[config.mk]
export PLATFORM = sky130hd
export DESIGN_NAME = config_loader
export DESIGN_NICKNAME = d
export VERILOG_FILES = /design/src/rtl/config_loader.sv
export SDC_FILE = /design/constraint.sdc
export NUM_CORES = 1
export LEC_CHECK = 0
export ABC_AREA = 1
export CAP_MARGIN = 0
export CELL_PAD_IN_SITES_DETAIL_PLACEMENT = 1
export CELL_PAD_IN_SITES_GLOBAL_PLACEMENT = 1
export CORE_UTILIZATION = 37
export CTS_BUF_LIST = sky130_fd_sc_hd__clkbuf_4 sky130_fd_sc_hd__clkbuf_8
export CTS_CLUSTER_SIZE = 14
export DETAILED_ROUTE_END_ITERATION = 10
export GPL_ROUTABILITY_DRIVEN = 1
export PLACE_DENSITY = 0.92
export SETUP_SLACK_MARGIN = 0.1
export SLEW_MARGIN = 20
export SYNTH_ARGS = -nofsm -noshare
export SYNTH_HDL_FRONTEND = slang
export SYNTH_SLANG_ARGS = --single-unit
export TNS_END_PERCENT = 5
[constraint.sdc]
create_clock -name config_clock -period 2.1 [get_ports config_clock]
set_clock_uncertainty 0.2 [all_clocks]
set_input_delay 0.42 -clock config_clock [delete_from_list [all_inputs] [get_ports config_clock]]
set_output_delay 0.42 -clock config_clock [all_outputs]
set_load 0.02 [all_outputs]
[src/rtl/config_loader.sv]
`default_nettype none
// ============================================================================
// Module   : config_loader
// Function : Serialises bitstream words MSB-first into a tile configuration
//            shift chain, emitting exactly CHAIN_LENGTH chain enables per load.
// Revision : 1.0 - initial release
// ============================================================================
module config_loader #(
   parameter int CHAIN_LENGTH = 384,
   parameter int WORD_WIDTH   = 32
) (
   input  logic                  config_clock,
   input  logic                  config_nreset,
   input  logic                  start,
   input  logic [WORD_WIDTH-1:0] word_data,
   input  logic                  word_valid,
   output logic                  word_ready,
   output logic                  chain_data,
   output logic                  chain_enable,
   output logic                  busy,
   output logic                  done,
   output logic [15:0]           bits_remaining
);

   localparam int                 c_CNT_W     = $clog2(WORD_WIDTH + 1);
   localparam logic [15:0]        c_CHAIN_LEN = 16'(CHAIN_LENGTH);
   localparam logic [15:0]        c_WORD_W16  = 16'(WORD_WIDTH);
   localparam logic [c_CNT_W-1:0] c_WORD_CNT  = c_CNT_W'(WORD_WIDTH);
   localparam logic [c_CNT_W-1:0] c_CNT_ONE   = c_CNT_W'(1);

   typedef enum logic [1:0] {
      ST_IDLE  = 2'd0,
      ST_LOAD  = 2'd1,
      ST_SHIFT = 2'd2,
      ST_DONE  = 2'd3
   } state_t;

   state_t                r_state;
   state_t                w_state_nxt;
   logic [WORD_WIDTH-1:0] r_shift;
   logic [WORD_WIDTH-1:0] w_shift_nxt;
   logic [c_CNT_W-1:0]    r_word_cnt;
   logic [c_CNT_W-1:0]    w_word_cnt_nxt;
   logic [15:0]           r_bits_rem;
   logic [15:0]           w_bits_rem_nxt;

   always_ff @(posedge config_clock) begin
      if (!config_nreset) begin
         r_state    <= ST_IDLE;
         r_shift    <= '0;
         r_word_cnt <= '0;
         r_bits_rem <= '0;
      end else begin
         r_state    <= w_state_nxt;
         r_shift    <= w_shift_nxt;
         r_word_cnt <= w_word_cnt_nxt;
         r_bits_rem <= w_bits_rem_nxt;
      end
   end

   always_comb begin
      w_state_nxt    = r_state;
      w_shift_nxt    = r_shift;
      w_word_cnt_nxt = r_word_cnt;
      w_bits_rem_nxt = r_bits_rem;
      word_ready     = 1'b0;
      chain_data     = 1'b0;
      chain_enable   = 1'b0;
      busy           = 1'b0;
      done           = 1'b0;

      case (r_state)
         ST_IDLE, ST_DONE: begin
            done = (r_state == ST_DONE);
            if (start) begin
               w_state_nxt    = ST_LOAD;
               w_bits_rem_nxt = c_CHAIN_LEN;
            end
         end

         ST_LOAD: begin
            word_ready = 1'b1;
            busy       = 1'b1;
            if (word_valid) begin
               w_shift_nxt = word_data;
               // A short final word keeps only its top bits; the rest fall off the left.
               w_word_cnt_nxt = (r_bits_rem < c_WORD_W16) ? r_bits_rem[c_CNT_W-1:0]
                                                           : c_WORD_CNT;
               w_state_nxt    = ST_SHIFT;
            end
         end

         ST_SHIFT: begin
            busy           = 1'b1;
            chain_enable   = 1'b1;
            chain_data     = r_shift[WORD_WIDTH-1];
            w_shift_nxt    = {r_shift[WORD_WIDTH-2:0], 1'b0};
            w_word_cnt_nxt = r_word_cnt - c_CNT_ONE;
            w_bits_rem_nxt = r_bits_rem - 16'd1;
            if (r_word_cnt == c_CNT_ONE) begin
               w_state_nxt = (r_bits_rem == 16'd1) ? ST_DONE : ST_LOAD;
            end
         end

         default: begin
            w_state_nxt = ST_IDLE;
         end
      endcase
   end

   assign bits_remaining = r_bits_rem;

endmodule
`default_nettype wire

# After elaboration in Yosys (flattened, before gate mapping)
# Index checks and enable logic that the tools add are counted.
[word_totals] romBits=0 ramBits=0 mem_count=0 latch_bits=0 out_inout_bits=21 reg_bits=56 input_bits=36
[op_classes] bitwise=0 addsub=2 n_lt_le_gt_ge=1 n_reduce_logical=8 muxes=17 shift=0 n_mul=0 n_eq_ne=8 div=0
[ops] cell="$pmux W32 S2" count=1
[ops] cell="$mux W32" count=1
[ops] cell="$pmux W16 S2" count=1
[ops] cell="$eq A16 B1 Y1 const B" count=1
[ops] cell="$lt A16 B6 Y1 const B" count=1
[ops] cell="$mux W16" count=1
[ops] cell="$sub A16 B1 Y16 const B" count=1
[ops] cell="$mux W6" count=2
[ops] cell="$pmux W6 S2" count=1
[ops] cell="$mux W2" count=4
[ops] cell="$eq A6 B1 Y1 const B" count=1
[ops] cell="$ne A2 B2 Y1 const B" count=3
[ops] cell="$pmux W2 S3" count=1
[ops] cell="$sub A6 B1 Y6 const B" count=1
[ops] cell="$mux W1" count=5
[ops] cell="$eq A2 B2 Y1 const B" count=2
[ops] cell="$reduce_and A2 Y1" count=2
[ops] cell="$reduce_bool A2 Y1" count=2
[ops] cell="$reduce_or A2 Y1" count=2
[ops] cell="$reduce_and A3 Y1" count=1
[ops] cell="$eq A2 B1 Y1 const B" count=1
[ops] cell="$logic_not A2 Y1" count=1

# Longest topological paths before layout
[logic_depth] word_depth=4 mapped_depth=11 ltp_nobuf=11

# Least setup slack after synthesis
# No wires, ideal clock.
[synth_path] kind="reg2out" from="reg r_state[0]" to="out chain_data" n_path_buf=3 required_time_ns=1.480 path_stages_with_launch=8 slack_ns=-0.013 arrival_ns=1.493 path_cell_list="dfxtp_1 > inv_1 > ha_1 > buf_4 > buf_4 > clkbuf_1 > nand2_1 > inv_1"
[synth_via] elab_chain_len=2
[synth_rtl] item="start: declaration" line_no="38" source="state_t r_state;"
[synth_rtl] item="start signal: assignment" line_no="54" source="r_state <= w_state_nxt;"
[synth_rtl] item="$eq A2 B2 Y1" line_no="72" source="case (r_state)"
[synth_rtl] item="$mux W1" line_no="72"
[synth_rtl] item="end: declaration" line_no="18" source="output logic chain_data,"
# Every way passes these cells.

# Worst setup path after layout
[layout_path] from="reg r_state[0]" to="out word_ready"
[layout_via] elab_chain_len=2
[layout_rtl] item="$eq A2 B1 Y1" line_no="72"
[layout_rtl] item="$mux W1" line_no="72"
[layout_rtl] item="end: declaration" line_no="17" source="output logic word_ready,"
# Every way passes these cells.

==> qor_table.md <==
| Quantity | Value |
|---|---|
| Area of all sequential standard cells | 1120 sq um |
| Area share of fa/ha/maj cells after synthesis | 3.60% |
| Placer congestion estimate | 0.847 |
| Clock latency reported for the late side of the worst-skew pair | 320 ps |
| Final Hold Viols | 0 |
| Complex-gate fraction of the synthesized area | 18.8% |
| Switching part of the total | 43.2% |
| Crit path launch | r_state[0] |
| Number of buffer cells added on primary ports | 56 |
| Sum of negative setup slack | 0 ps |
| Max-slew violation total from the final report | 0 |
| Final Instance Area | 3630 sq um |
| Part of the power in combinational logic | 46.4% |
| Final antenna-violating net count | 0 |
| TritonCTS Sinks | 56 |
| Worst Tran Pin Value | 377 ps |
| Relative contribution of sequential cells to total power | 37.5% |
| Clock Tree Buf Depth | 2 |
| Core outline area | 7250 sq um |
| Initial cell density of the core | 38.4% |
| Clock transition time at the flip-flop clock pins of the worst setup and hold paths | 110 ps |
| Die height | 88.7 um |
| Timing-limited maximum frequency | 500 MHz |
| Cells on worst reg2reg path | 10 |
| Post-route DRC violation count | 0 |
| Leakage Power | 1.59 nW |
| CP peak stage delay | 360 ps |
| Largest net degree at the start of global routing | 38 |
| Multi-input gate area in the final layout | 1460 sq um |
| Synth warn | 0 |
| Final period utilization | 95.2% |
| Final critical-path required period | 2000 ps |
| Biggest area contributors in the synthesized netlist | dfxtp_1 40%, nand2_1 16%, a31oi_1 7.2% |
| Placement row count | 31 |
| Total placed cells including tap cells | 551 |
| Vias/cell | 5.14 |
| Width of the chip | 88.7 um |
| Post-synthesis register bit count | 56 |
| DR vias | 2908 |
| Synth Net Count | 449 |
| Unrepaired setup endpoints after global routing | true |
| Register-to-register setup slack | 140 ps |
| Post-synthesis instance area | 2780 sq um |
| Placed inst area | 3480 sq um |
| Fraction of final layout cells sized beyond drive strength 1 | 9.64% |
| Cell with the most instances after synthesis | nand2_1 |
| Die Outline Area | 7870 sq um |
| Inserted Clock Buffers | 5 |
| Worst reg2reg endpoint | bits_remaining[9] |
| IR drop worst, VDD | 0.407 mV |
| Power spent charging and discharging nets | 1.74 mW |
| Post-Place Worst Slack | 76.8 ps |
| Max-cap viol count | 0 |
| Simple-gate portion of the synthesized area | 29.2% |
| Number of synthesized flops with an enable pin | 0 |
| CP max stage cell | dfxtp_1 |
| H-tree depth | 2 |
| Fraction of synthesized area in multiplexers | 0% |
| Fraction of post-synthesis cell area in the top cell type by area | 40.3% |
| Clock root buffer | clkbuf_8 |
| Internal Dissipation | 2.29 mW |
| Clock tree from TritonCTS | built |
| Clock share of power | 16.1% |
| Class of the worst hold path | flip-flop to flip-flop |
| Wire length of the first global-routing pass | 13400 um |
| Most frequently used flop master after synthesis | dfxtp_1 |
| First-pass iteration count of the detailed router | 4 |
| Number of distinct library cells after synthesis | 27 |
| Share of flip-flops with an asynchronous set or reset | 0% |
| Result of the run | finished, final reports clean |
| Total of fill cells in the finished design | 945 |
| Count of nets after finishing | 510 |
| Combined global-route utilization of all metal layers | 21.9% |
| Top cell family by delay on the critical path | buffers and inverters |
| Overflow left after global routing | 0 |
| Setup crit end | word_ready |
| PnR worst setup slack | 102 ps |
| Critical path capture point type | output pin |
| Post-Syn Area per Cell | 6.87 sq um |
| Required time of the worst setup path | 1480 ps |
| Non-filler cells in the finished layout | 566 |
| Finished Core Util | 50.1% |
| Type of origin of the critical path | flip-flop |
| Post-DR wirelength/cell | 14.0 um |
| Depth of the critical timing path with buffers and inverters included | 3 |
| Setup-failing EPs final | 0 |
| Worst slew slack as a fraction of its limit | 74.9% |
| Number of antenna violations at the first check in global routing | 0 |
| Largest family of logic cells by synthesized area | simple AND/OR/NAND/NOR gates |
| Number of buffers and inverters on the critical path | 2 |
| Post-synthesis cell type with the largest combined area | dfxtp_1 |
| Iter 0 DRT Violations | 55 |
| Vias in the first global route | 2975 |
| Post-Syn Instances | 405 |
| HPWL after detailed placement | 5750 um |
| Total wirelength of the detailed-routed design | 7940 um |
| Cell chain of the critical path | buf_4, ha_1, clkdlybuf4s15_2 |
| Crit path DAT | 1380 ps |
| Pwr Density | 1110 nW/um^2 |
| Count of antenna diodes in the layout | 0 |
| Number of top-level pins | 57 |
| Xor and xnor fraction of the mapped netlist area | 0.315% |
| Start-to-end type of the worst setup path | flip-flop to output pin |
| Origin of the critical flop-to-flop path | r_state[0] |
| Sequential cell area fraction in the yosys report | 40.3% |
| Leading cell types by count after synthesis | 116 x nand2_1, 56 x dfxtp_1, 38 x o21ai_0 |
| Worst-path fanout max | 4 |
| Area Overhead vs Synth | 30.6% |
tightest hold or removal path, cell delays in order (launching register included):
cell	delay [ps]
dfxtp_1	320
nand2_1	50
a31oi_1	70
worst min-delay path by stage:
stage,startpoint,endpoint,slack [ps],depth (start not counted)
CTS,r_shift[28],r_shift[29],280,2
global route,r_shift[19],r_shift[20],300,2
global placement,r_shift[29],r_shift[30],250,2
detailed placement,r_shift[26],r_shift[27],260,2
floorplan,r_shift[0],r_shift[0],240,2
finish,r_shift[28],r_shift[29],280,2
layout by cell type (no fill, tap or decap), types with 2 or more instances in the layout:
cell             synthesis  layout
nand2_1                116     115
dfxtp_1                 56      55
clkdlybuf4s50_1          0      44
o21ai_0                 38      37
nor2_1                  36      36
a31oi_1                 32      32
inv_1                   30      30
nand3_1                 25      25
a21oi_1                 21      21
buf_4                    3      13
dlygate4sd2_1            0       9
ha_1                     8       7
clkbuf_8                 0       5
nand4_1                  4       4
or2_2                    3       3
buf_12                   0       3
inv_4                    1       2
o21ai_1                  1       2
nor2_2                   2       2
nor3_1                   2       2
nand2_2                  2       2
inv_6                    0       2
buf_2                    6       2
routing by layer:
metal / GRT usage [%] / vias to the layer above / share of wire (%) / wire (um)
met5: 0 / - / 0 / 0
met2: 40.6 / 60 / 53 / 4210
met4: 8.80 / 0 / 2.8 / 219
li1: - / 1463 / - / -
met1: 24.5 / 1363 / 41 / 3280
met3: 3.92 / 22 / 3.0 / 238
power by group through the flow:
| stage | sequential (mW) | combinational, mW | clock [mW] |
|---|---|---|---|
| 2_1_floorplan | 1.57 | 1.14 | 0 |
| 3_3_place_gp | 1.51 | 1.72 | 0 |
| 3_5_place_dp | 1.53 | 1.81 | 0 |
| 4_1_cts | 1.51 | 1.80 | 0.667 |
| 5_1_grt | 1.55 | 2.09 | 0.721 |
| 6_report | 1.51 | 1.87 | 0.648 |
stage by stage:
stage / hold WS, ps / power [mW]
floorplan: 244 / 2.71
global placement: 253 / 3.23
detailed placement: 261 / 3.34
CTS: 281 / 3.97
global route: 301 / 4.36
finish: 280 / 4.03
sequential cells by signal, summed over array words and instances, names as in the netlist:
register / count
bits_remaining: 16
r_shift: 32
r_state: 2
r_word_cnt: 6
timing repair:
item	in CTS	in global routing
gates resized for setup	22	3
cloned	0	1
pin swaps	0	1
setup buffers	0	6
hold endpoints to repair	0	0
hold buffers	0	0
setup endpoints to repair	14	53
cell type report:
cell class | instances | area share (%)
well taps | 99 | 3.41
flip-flops and latches | 56 | 30.9
repair buffers | 72 | 19.2
inverters | 33 | 3.55
repair inverters | 1 | 0.207
clock buffers | 5 | 1.89
multi-input cells | 297 | 40.1
clock inverters | 3 | 0.792
cell families (layout without fill, tap and decap cells):
family          after synthesis  in the layout
xor+xnor                      1              1
compound gates               94             94
buf+inv                      52            114
fa+ha+maj                     8              8
flops                        56             56
simple gates                194            194
(Power assumes the default switching activity.)
